===== src/rtl/pll_reconfig_sequencer.sv =====
// pll_reconfig_sequencer
//   Programs a PLL reconfiguration block over an Avalon-MM master port.
//   A start pulse in IDLE latches the M, N and per-channel C counter words,
//   then the sequencer writes mode, N, M, every enabled C counter and the
//   start register, and finally polls the status register until the
//   reconfiguration reports completion or the poll budget runs out.
//
// Ports
//   clk_clk, reset_reset         clock, synchronous active-high reset
//   start                        single-cycle request pulse (ignored while busy)
//   m_val, n_val                 18-bit M and N counter words
//   c_val, c_en                  NUM_CH 18-bit C counter words and their write enables
//   mgmt_*                       Avalon-MM master (address, read, write, writedata,
//                                readdata, waitrequest)
//   busy                         sequence in progress
//   done, err                    one-cycle success / poll-timeout pulses
module pll_reconfig_sequencer #(
    parameter int NUM_CH  = 5,
    parameter int TIMEOUT = 4096
) (
    input  logic                   clk_clk,
    input  logic                   reset_reset,
    input  logic                   start,
    input  logic [17:0]            m_val,
    input  logic [17:0]            n_val,
    input  logic [NUM_CH*18-1:0]   c_val,
    input  logic [NUM_CH-1:0]      c_en,
    output logic [5:0]             mgmt_address,
    output logic                   mgmt_read,
    output logic                   mgmt_write,
    output logic [31:0]            mgmt_writedata,
    input  logic [31:0]            mgmt_readdata,
    input  logic                   mgmt_waitrequest,
    output logic                   busy,
    output logic                   done,
    output logic                   err
);

    typedef enum logic [2:0] {
        ST_IDLE,
        ST_WR_MODE,
        ST_WR_N,
        ST_WR_M,
        ST_WR_C,
        ST_WR_START,
        ST_POLL
    } state_e;

    state_e                 state_q;
    logic [17:0]            m_q;
    logic [17:0]            n_q;
    logic [NUM_CH*18-1:0]   c_val_q;
    logic [NUM_CH-1:0]      c_en_q;
    logic [4:0]             ch_idx_q;
    logic [15:0]            poll_cnt_q;
    logic [15:0]            poll_cnt_d;
    logic [5:0]             addr_q;
    logic [31:0]            wdata_q;
    logic                   read_q;
    logic                   write_q;
    logic                   busy_q;
    logic                   done_q;
    logic                   err_q;

    logic                   accept;
    logic                   xfer_done;
    logic                   first_found;
    logic [4:0]             first_idx;
    logic [31:0]            first_word;
    logic                   next_found;
    logic [4:0]             next_idx;
    logic [31:0]            next_word;
    logic                   unused_readdata;

    assign accept     = (state_q == ST_IDLE) && start && !reset_reset;
    // A transfer completes only in a cycle where the slave is not stalling us.
    assign xfer_done  = (read_q || write_q) && !mgmt_waitrequest;
    assign poll_cnt_d = poll_cnt_q + 16'd1;
    assign unused_readdata = ^mgmt_readdata[31:1];

    // Channel search: lowest enabled channel overall, and lowest enabled
    // channel above the one currently on the bus. Scanning downward lets the
    // last hit (the lowest index) win, so disabled channels cost no cycles.
    // NOTE: every always_comb output gets a default first so no latch is inferred.
    always_comb begin
        first_found = 1'b0;
        first_idx   = '0;
        next_found  = 1'b0;
        next_idx    = '0;
        for (int k = NUM_CH - 1; k >= 0; k--) begin
            if (c_en_q[k]) begin
                first_found = 1'b1;
                first_idx   = 5'(k);
            end
            if (c_en_q[k] && (k > int'(ch_idx_q))) begin
                next_found = 1'b1;
                next_idx   = 5'(k);
            end
        end
        first_word = {9'b0, first_idx, c_val_q[18*int'(first_idx) +: 18]};
        next_word  = {9'b0, next_idx,  c_val_q[18*int'(next_idx)  +: 18]};
    end

    // Operand snapshot taken at the accepting edge; later input changes are
    // invisible to the running sequence.
    // NOTE: pure data registers are qualified by the accept strobe and need no reset.
    always_ff @(posedge clk_clk) begin
        if (accept) begin
            m_q     <= m_val;
            n_q     <= n_val;
            c_val_q <= c_val;
            c_en_q  <= c_en;
        end
    end

    // Sequencer. The state names the transfer currently presented on the bus;
    // bus outputs only change on completion, so they hold through waitrequest.
    // NOTE: sequential state uses non-blocking assignments only.
    always_ff @(posedge clk_clk) begin
        if (reset_reset) begin
            state_q    <= ST_IDLE;
            ch_idx_q   <= '0;
            poll_cnt_q <= '0;
            addr_q     <= '0;
            wdata_q    <= '0;
            read_q     <= 1'b0;
            write_q    <= 1'b0;
            busy_q     <= 1'b0;
            done_q     <= 1'b0;
            err_q      <= 1'b0;
        end else begin
            done_q <= 1'b0;
            err_q  <= 1'b0;
            case (state_q)
                ST_IDLE: begin
                    if (start) begin
                        state_q    <= ST_WR_MODE;
                        busy_q     <= 1'b1;
                        write_q    <= 1'b1;
                        addr_q     <= 6'd0;
                        wdata_q    <= 32'h1;
                        ch_idx_q   <= '0;
                        poll_cnt_q <= '0;
                    end
                end
                ST_WR_MODE: begin
                    if (xfer_done) begin
                        state_q <= ST_WR_N;
                        addr_q  <= 6'd3;
                        wdata_q <= {14'b0, n_q};
                    end
                end
                ST_WR_N: begin
                    if (xfer_done) begin
                        state_q <= ST_WR_M;
                        addr_q  <= 6'd4;
                        wdata_q <= {14'b0, m_q};
                    end
                end
                ST_WR_M: begin
                    if (xfer_done) begin
                        if (first_found) begin
                            state_q  <= ST_WR_C;
                            ch_idx_q <= first_idx;
                            addr_q   <= 6'd5;
                            wdata_q  <= first_word;
                        end else begin
                            state_q <= ST_WR_START;
                            addr_q  <= 6'd2;
                            wdata_q <= 32'h1;
                        end
                    end
                end
                ST_WR_C: begin
                    if (xfer_done) begin
                        if (next_found) begin
                            ch_idx_q <= next_idx;
                            wdata_q  <= next_word;
                        end else begin
                            state_q <= ST_WR_START;
                            addr_q  <= 6'd2;
                            wdata_q <= 32'h1;
                        end
                    end
                end
                ST_WR_START: begin
                    if (xfer_done) begin
                        state_q <= ST_POLL;
                        write_q <= 1'b0;
                        read_q  <= 1'b1;
                        addr_q  <= 6'd1;
                        wdata_q <= '0;
                    end
                end
                ST_POLL: begin
                    if (xfer_done) begin
                        if (mgmt_readdata[0]) begin
                            state_q <= ST_IDLE;
                            read_q  <= 1'b0;
                            busy_q  <= 1'b0;
                            done_q  <= 1'b1;
                            addr_q  <= '0;
                        end else begin
                            poll_cnt_q <= poll_cnt_d;
                            if (poll_cnt_d == 16'(TIMEOUT)) begin
                                state_q <= ST_IDLE;
                                read_q  <= 1'b0;
                                busy_q  <= 1'b0;
                                err_q   <= 1'b1;
                                addr_q  <= '0;
                            end
                        end
                    end
                end
                default: begin
                    state_q <= ST_IDLE;
                    read_q  <= 1'b0;
                    write_q <= 1'b0;
                    busy_q  <= 1'b0;
                end
            endcase
        end
    end

    assign mgmt_address   = addr_q;
    assign mgmt_read      = read_q;
    assign mgmt_write     = write_q;
    assign mgmt_writedata = wdata_q;
    assign busy           = busy_q;
    assign done           = done_q;
    assign err            = err_q;

endmodule

===== config.mk =====
export PLATFORM = sky130hd
export DESIGN_NAME = pll_reconfig_sequencer
export DESIGN_NICKNAME = d
export VERILOG_FILES = /design/src/rtl/pll_reconfig_sequencer.sv
export SDC_FILE = /design/constraint.sdc
export NUM_CORES = 1
export LEC_CHECK = 0
export BUFFER_PORTS_ARGS = -buffer_cell sky130_fd_sc_hd__buf_2
export CAP_MARGIN = 20
export CORE_ASPECT_RATIO = 0.9
export CORE_MARGIN = 5
export CORE_UTILIZATION = 28
export DETAILED_ROUTE_END_ITERATION = 8
export GPL_ROUTABILITY_DRIVEN = 0
export RECOVER_POWER = 100
export SLEW_MARGIN = 20
export SYNTH_ARGS = -nofsm -noshare
export SYNTH_HDL_FRONTEND = slang
export SYNTH_SLANG_ARGS = --single-unit

===== constraint.sdc =====
create_clock -name clk_clk -period 10.1 [get_ports clk_clk]
set_input_delay 2.02 -clock clk_clk [delete_from_list [all_inputs] [get_ports clk_clk]]
set_output_delay 2.02 -clock clk_clk [all_outputs]
set_load 0.05 [all_outputs]

==> results of run 1 <==
state kept, by name, indices dropped and copies added (netlist names):
| name | flops |
|---|---|
| state_q | 3 |
| c_en_q | 5 |
| mgmt_writedata | 21 |
| ch_idx_q | 3 |
| busy | 1 |
| poll_cnt_q | 16 |
| mgmt_write | 1 |
| mgmt_read | 1 |
| done | 1 |
| m_q | 18 |
| c_val_q | 90 |
| n_q | 18 |
| err | 1 |
| mgmt_address | 3 |
cell type report:
class                      count  area, sq um  share of cell area
multi-input combinational    491         3310               0.323
clock inverter                12          140              0.0137
sequential                   182         4950               0.485
timing repair buffer         177          851              0.0833
clock buffer                  19          433              0.0424
tap                          403          504              0.0493
inverter                       8         30.0             0.00294
power by group through the flow:
stage	sequential (mW)	combinational, mW	clock, mW
after floorplan	0.929	0.196	0
after global placement	0.913	0.304	0
after detailed placement	0.915	0.307	0
after CTS	0.898	0.309	0.685
after global routing	0.906	0.329	0.714
final	0.900	0.303	0.671
cell usage in the layout, fill, tap and decap left out, types with 24 or more instances in the layout:
master and count:
sky130_fd_sc_hd__dfxtp_1 51, sky130_fd_sc_hd__nand2_1 45, sky130_fd_sc_hd__nor2_1 65, sky130_fd_sc_hd__a221oi_1 24, sky130_fd_sc_hd__clkbuf_1 54, sky130_fd_sc_hd__a21oi_1 49, sky130_fd_sc_hd__buf_2 113, sky130_fd_sc_hd__edfxtp_1 131
sky130_fd_sc_hd__mux2i_1 43, sky130_fd_sc_hd__o21ai_0 39, sky130_fd_sc_hd__nor3_1 25
per-stage QoR:
step	hold slack, ns	area (sq um)
6_report	0.465	10200
5_1_grt	0.494	10200
4_1_cts	0.465	10300
3_5_place_dp	0.450	9720
3_3_place_gp	0.441	9720
2_1_floorplan	0.465	8620
path summary, 6_finish.rpt:
kind / start / endpoint / slack [ns] / depth (start not counted)
setup / recovery: reset_reset / c_en_q[0]$_DFFE_PP_ / 4.13 / 4
setup reg to reg: state_q[2]$_SDFFE_PP0P_ / c_en_q[0]$_DFFE_PP_ / 5.55 / 5
hold / removal: mgmt_address[0]$_SDFFE_PP0P_ / mgmt_address[0]$_SDFFE_PP0P_ / 0.46 / 2
hold reg to reg: mgmt_address[0]$_SDFFE_PP0P_ / mgmt_address[0]$_SDFFE_PP0P_ / 0.46 / 2
critical path: stages:
cell and delay (ns):
sky130_fd_sc_hd__clkbuf_1 0.64, sky130_fd_sc_hd__nor2_4 0.27, sky130_fd_sc_hd__clkbuf_1 2.00, sky130_fd_sc_hd__buf_4 1.04
per-layer routing:
metal	global-route usage	up-vias	wire length, um
li1	-	3135	-
met1	0.197	3207	11500
met2	0.224	284	11800
met3	0.0454	44	2040
met4	0.0398	18	399
met5	0	-	107
cells by family (layout without fill, tap and decap cells):
family                     Yosys count  count (layout)  share of synthesized area
and+or+nand+nor                    214             214                      0.131
AOI/OAI and AO/OA                  212             212                      0.184
DFF                                182             182                      0.578
buffers and inverters               78             216                     0.0461
muxes                               45              45                     0.0528
xor gates and xnor gates             4               4                    0.00496
adders and majority gates            2               2                    0.00292
other                                1              14                   0.000438
==> flow_summary_export.csv, run 1 <==
group,metric,value,unit
routing,firstDrtPassIters,5,
clock_network,tritoncts.num_buffers,17,
floorplan,initial_utilization,0.285,
synth,synth_top_area_frac,0.459,
grt,first_global_vias,6476,
critical_path,crit_path_end_kind,"flip-flop",
routing,routed_via_density,5.18,
layout,antenna_cells,0,
clock_network,cts.repair.resized,0,
critical_path,cp_data_required_time,10.16,ns
clock_network,clk_pin_slew_worst_paths,0.07,ns
timing,setup-tns-final,0,ns
routing,ant_nets,0,
timing,clock-skew-final,0.0139,ns
routing,vias,6688,
floorplan,die_h,176,um
layout,nFillCells,3054,
synth,yosys.area.top_type,"sky130_fd_sc_hd__edfxtp_1",
placed_design,dp_slack,5.63,ns
floorplan,placement_rows,60,
critical_path,critical_path_arrival,6.03,ns
synth,synth-edff-count,131,
timing,postLayoutSetupSlackWorst,4.13,ns
grt,wire_length_of_the_first_global_routing_pass,38300,um
placed_design,count_of_buffers_from_port_buffering,164,
clock_network,h_tree_level_count,4,
floorplan,floorplan.die_area,34200,sq um
grt,antenna_found_initial,9,
pwr,p_int,1.34,mW
synth,post_synth.cell_area_avg,11.6,sq um
synth,dominantRegCellSynth,"sky130_fd_sc_hd__edfxtp_1",
timing,fmax,167,MHz
hold_path,holdCritPathClass,"reg -> reg",
routing,route.final.wire_length,25800,um
synth,yosys-top-cells-count,"sky130_fd_sc_hd__edfxtp_1, sky130_fd_sc_hd__nor2_1, sky130_fd_sc_hd__dfxtp_1",
pwr,max-vdd-ir-drop,0.113,mV
clock_network,tritoncts_clock_tree,"yes",
pwr,power.share.switching,0.287,
clock_network,clock_tree.buffer_depth,2,
critical_path,critical_path_class,"in -> reg",
synth,post_synth_main_area_contributors,"sky130_fd_sc_hd__edfxtp_1, sky130_fd_sc_hd__dfxtp_1, sky130_fd_sc_hd__mux2i_1",
critical_path,critical_path_maximum_fanout,81,
layout,finish.utilization,0.340,
floorplan,core_box_area,30000,sq um
timing,finalMaxSlewViolations,87,
pwr,total_power,1.87,mW
timing,timing.max_slew.rel_slack,-0.878,
outcome,run_status,"finished, violations left",
layout,areaGrowthSynthToFinish,19.2,%
synth,synth_sequential_area_ratio,0.578,
floorplan,dieWidth,194,um
synth,most_numerous_cell_in_the_yosys_netlist,"sky130_fd_sc_hd__edfxtp_1",
synth,ys.warnings.count,0,
placed_design,placed_cells_incl_taps,1261,
routing,post-route-drc-count,0,
layout,layout-drive-gt1-share,0.209,
flow_run,maxCapViolCount,2,
critical_path,worstSetupStartpointType,"primary input",
outcome,violations_in_the_final_reports,"max-capacitance violations, max-slew violations",
synth,asyncSetResetFlopFracSynth,0,
clock_network,cts.hold.buffers_added,0,
synth,ys_ff_latch,182,
pwr,netSwitchingPower,0.539,mW
timing,post_route_minimum_period,5.97,ns
synth,syn-instance-count,738,
clock_network,insertion_delay,0.43,ns
pwr,power_density_of_the_placed_cells,183,nW/um^2
timing,hold_viol_final,0,
routing,routedWlPerCell,20.0,um
timing,rsz0062_at_grt,"false",
grt,groute.usage.overall,0.145,
layout,fin_nets,1046,
pwr,cellLeakagePower,3.78,nW
synth,yosys.cell_types.count,76,
clock_network,post-cts-setup-buffers,0,
placed_design,detail_placement_hpwl,17800,um
timing,report.final.setup_viol,0,
grt,grt_start_max_net_pins,82,
routing,drt-initial-drc-count,564,
timing,timing.final.crit_share,0.591,
pwr,clkPwrFrac,0.358,
timing,tightestPinTransition,2.82,ns
grt,grt.overflow.total,0,
layout,layout.cells.non_filler,1292,
clock_network,clock_tree.root_cell,"sky130_fd_sc_hd__clkbuf_16",
floorplan,ioPinCount,210,
pwr,combPwrFrac,0.162,
synth,post_synth_instance_area,8570,sq um
clock_network,clock_sink_count,182,
pwr,pwr-share-seq,0.480,
Note: power is estimated with default switching activity, not from simulation.
==> inputs of run 2 (changes only) <==
Clock period 10.1 ns to 6.2 ns, I/O delays scaled along.
==> run 2 against run 1 <==
  * The flow still finishes with violations (max-capacitance violations, max-slew violations)
  * Worst setup slack lost 2.5 ns
  * Final cell count hardly changed
  * Combinational power is 62% higher
  * Clock skew grew 0.0024 ns
  * Wire length increased by 0.79%
  * Power rose by 63%
  * Sequential power increased by 63%
  * Highest routed layer unchanged
  * Sequential share of layout area about the same
  * Critical path type unchanged
  * Core utilization is essentially flat
  * Hold slack lost 0.012 ns
  * Via count rose by 0.52%
==> flow_summary_export.csv, run 2 (synthesis gave the netlist of run 1 again) <==
group,metric,value,unit
floorplan,ioPinCount,210,
floorplan,initial_utilization,0.285,
timing,tightestPinTransition,3.27,ns
critical_path,critical-path-max-stage-delay,2.31,ns
clock_network,tritoncts_clock_tree,"yes",
clock_network,clock_sink_count,182,
layout,final_cell_mix,"sky130_fd_sc_hd__edfxtp_1, sky130_fd_sc_hd__buf_2, sky130_fd_sc_hd__nor2_1",
timing,timing.final.crit_share,0.737,
timing,setup-tns-final,0,ns
critical_path,critical_path_maximum_fanout,57,
floorplan,placement_rows,60,
timing,fin_hold_ws,0.452,ns
grt,wire_length_of_the_first_global_routing_pass,39500,um
clock_network,clock_tree.root_cell,"sky130_fd_sc_hd__clkbuf_16",
layout,mostFrequentLayoutCell,"sky130_fd_sc_hd__edfxtp_1",
routing,routedWlPerCell,20.1,um
critical_path,cp_data_required_time,6.18,ns
clock_network,insertion_delay,0.44,ns
critical_path,critical_path_arrival,4.55,ns
timing,rsz0062_at_grt,"false",
routing,post-route-drc-count,0,
critical_path,worstSetupStartpointType,"primary input",
routing,route.final.wire_length,26000,um
outcome,run_status,"finished, violations left",
floorplan,dieWidth,194,um
clock_network,h_tree_level_count,4,
timing,timing.max_slew.rel_slack,-1.18,
grt,first_global_vias,6578,
timing,report.final.setup_viol,0,
hold_path,worst_hold_path_cell_count,2,
layout,registers.top_by_ff_count,"c_val_q",
clock_network,tritoncts.num_buffers,17,
critical_path,crit_path_end_kind,"flip-flop",
critical_path,rr_startpoint,"state_q[2]$_SDFFE_PP0P_",
layout,antenna_cells,0,
layout,fin_nets,1044,
grt,antenna_found_initial,3,
timing,fmax,219,MHz
pwr,power.share.switching,0.295,
pwr,cellLeakagePower,3.78,nW
layout,layout-drive-gt1-share,0.205,
pwr,pwr-share-seq,0.481,
timing,hold_viol_final,0,
grt,groute.usage.overall,0.149,
timing,post_route_minimum_period,4.57,ns
routing,routed_via_density,5.21,
hold_path,timing.hold.worst_endpoint,"mgmt_address[0]$_SDFFE_PP0P_",
placed_design,placedInstanceArea,9710,sq um
timing,finalMaxSlewViolations,203,
pwr,power_density_of_the_placed_cells,300,nW/um^2
critical_path,path_common_cell,"sky130_fd_sc_hd__clkbuf_1",
grt,grt.overflow.total,0,
pwr,max-vdd-ir-drop,0.182,mV
floorplan,core_box_area,30000,sq um
pwr,netSwitchingPower,0.901,mW
placed_design,detail_placement_hpwl,18100,um
pwr,combPwrFrac,0.160,
layout,max_ffs_per_register,90,
critical_path,ff2ff_path_depth,4,
routing,ant_nets,0,
routing,drt-initial-drc-count,634,
floorplan,floorplan.die_area,34200,sq um
grt,grt_start_max_net_pins,75,
clock_network,cts.repair.resized,0,
flow_run,maxCapViolCount,4,
critical_path,critical-path-slowest-cell,"sky130_fd_sc_hd__clkbuf_1",
routing,vias,6723,
hold_path,holdCritPathClass,"reg -> reg",
routing,firstDrtPassIters,7,
critical_path,worstPathCellList,"clkbuf_1 > nor2_4 > clkbuf_1",
outcome,violations_in_the_final_reports,"max-capacitance violations, max-slew violations",
critical_path,setup.reg_to_reg.worst_slack,2.25,ns
clock_network,cts.hold.buffers_added,0,
clock_network,clk_pin_slew_worst_paths,0.07,ns
pwr,p_int,2.16,mW
pwr,clkPwrFrac,0.359,
layout,areaGrowthSynthToFinish,19.2,%
critical_path,path_delay_family,"buffers and inverters",
critical_path,critical_path_class,"in -> reg",
placed_design,count_of_buffers_from_port_buffering,164,
critical_path,worstPathBufferInverterCount,2,
clock_network,clock_tree.buffer_depth,2,
critical_path,critical_path.reg2reg.endpoint,"c_val_q[69]$_DFFE_PP_",
floorplan,die_h,176,um
clock_network,post-cts-setup-buffers,0,
timing,clock-skew-final,0.0162,ns
layout,finish.instance_area,10200,sq um
hold_path,hold_start,"mgmt_address[0]$_SDFFE_PP0P_",
run 2: changes by cell type in the layout (fill, tap and decap cells not counted), sizes merged:
cell,change
clkbuf,+1
bufinv,-1
buf,-2
inv,-1
clkinv,+2
run 2: cell type report:
cell class | instances | area (sq um)
well taps | 403 | 504
repair buffers | 175 | 835
flip-flops and latches | 182 | 4950
inverters | 8 | 30.0
clock inverters | 12 | 143
clock buffers | 20 | 447
multi-input cells | 491 | 3300
fillers | 3059 | 19800
run 2: worst reg2reg max path: stages (launching register included):
cell and delay [ns]:
sky130_fd_sc_hd__dfxtp_1 0.54, sky130_fd_sc_hd__nor2_1 0.28, sky130_fd_sc_hd__nand3_1 0.20, sky130_fd_sc_hd__nor2_4 0.12, sky130_fd_sc_hd__clkbuf_1 2.31
run 2: how the worst max path moves through the flow:
stage                                       start                              to  cells past startpoint
final                                 reset_reset           c_val_q[69]$_DFFE_PP_                      3
after global routing                  reset_reset           c_val_q[69]$_DFFE_PP_                      3
after CTS                 state_q[2]$_SDFFE_PP0P_  mgmt_writedata[6]$_SDFFE_PP0P_                      5
after detailed placement         mgmt_waitrequest      poll_cnt_q[8]$_SDFFE_PP0P_                      7
after global placement           mgmt_waitrequest      poll_cnt_q[8]$_SDFFE_PP0P_                      7
after floorplan                       reset_reset             c_en_q[0]$_DFFE_PP_                      3
run 2: per-layer routing:
metal	vias to the layer above	wire length (um)	part of all wire	GRT usage
met1	3281	12000	0.46	0.209
li1	3136	-	-	-
met4	6	309	0.012	0.0357
met3	29	1710	0.066	0.0378
met2	271	12000	0.46	0.232
met5	-	41	0.0016	0
run 2: power by group through the flow:
stage	clock network [mW]	registers [mW]	logic (mW)
final	1.10	1.47	0.490
after CTS	1.13	1.46	0.499
after global placement	0	1.49	0.494
after floorplan	0	1.50	0.320
after detailed placement	0	1.49	0.499
after global routing	1.18	1.48	0.531
run 2: through the flow:
step	total power, mW	cells	setup WS (ns)	utilization
finish	3.06	1291	1.63	0.340
global route	3.19	1291	1.39	0.340
CTS	3.10	1291	2.88	0.343
detailed placement	1.99	1259	2.67	0.323
global placement	1.98	1259	2.69	0.323
floorplan	1.82	751	0.725	-
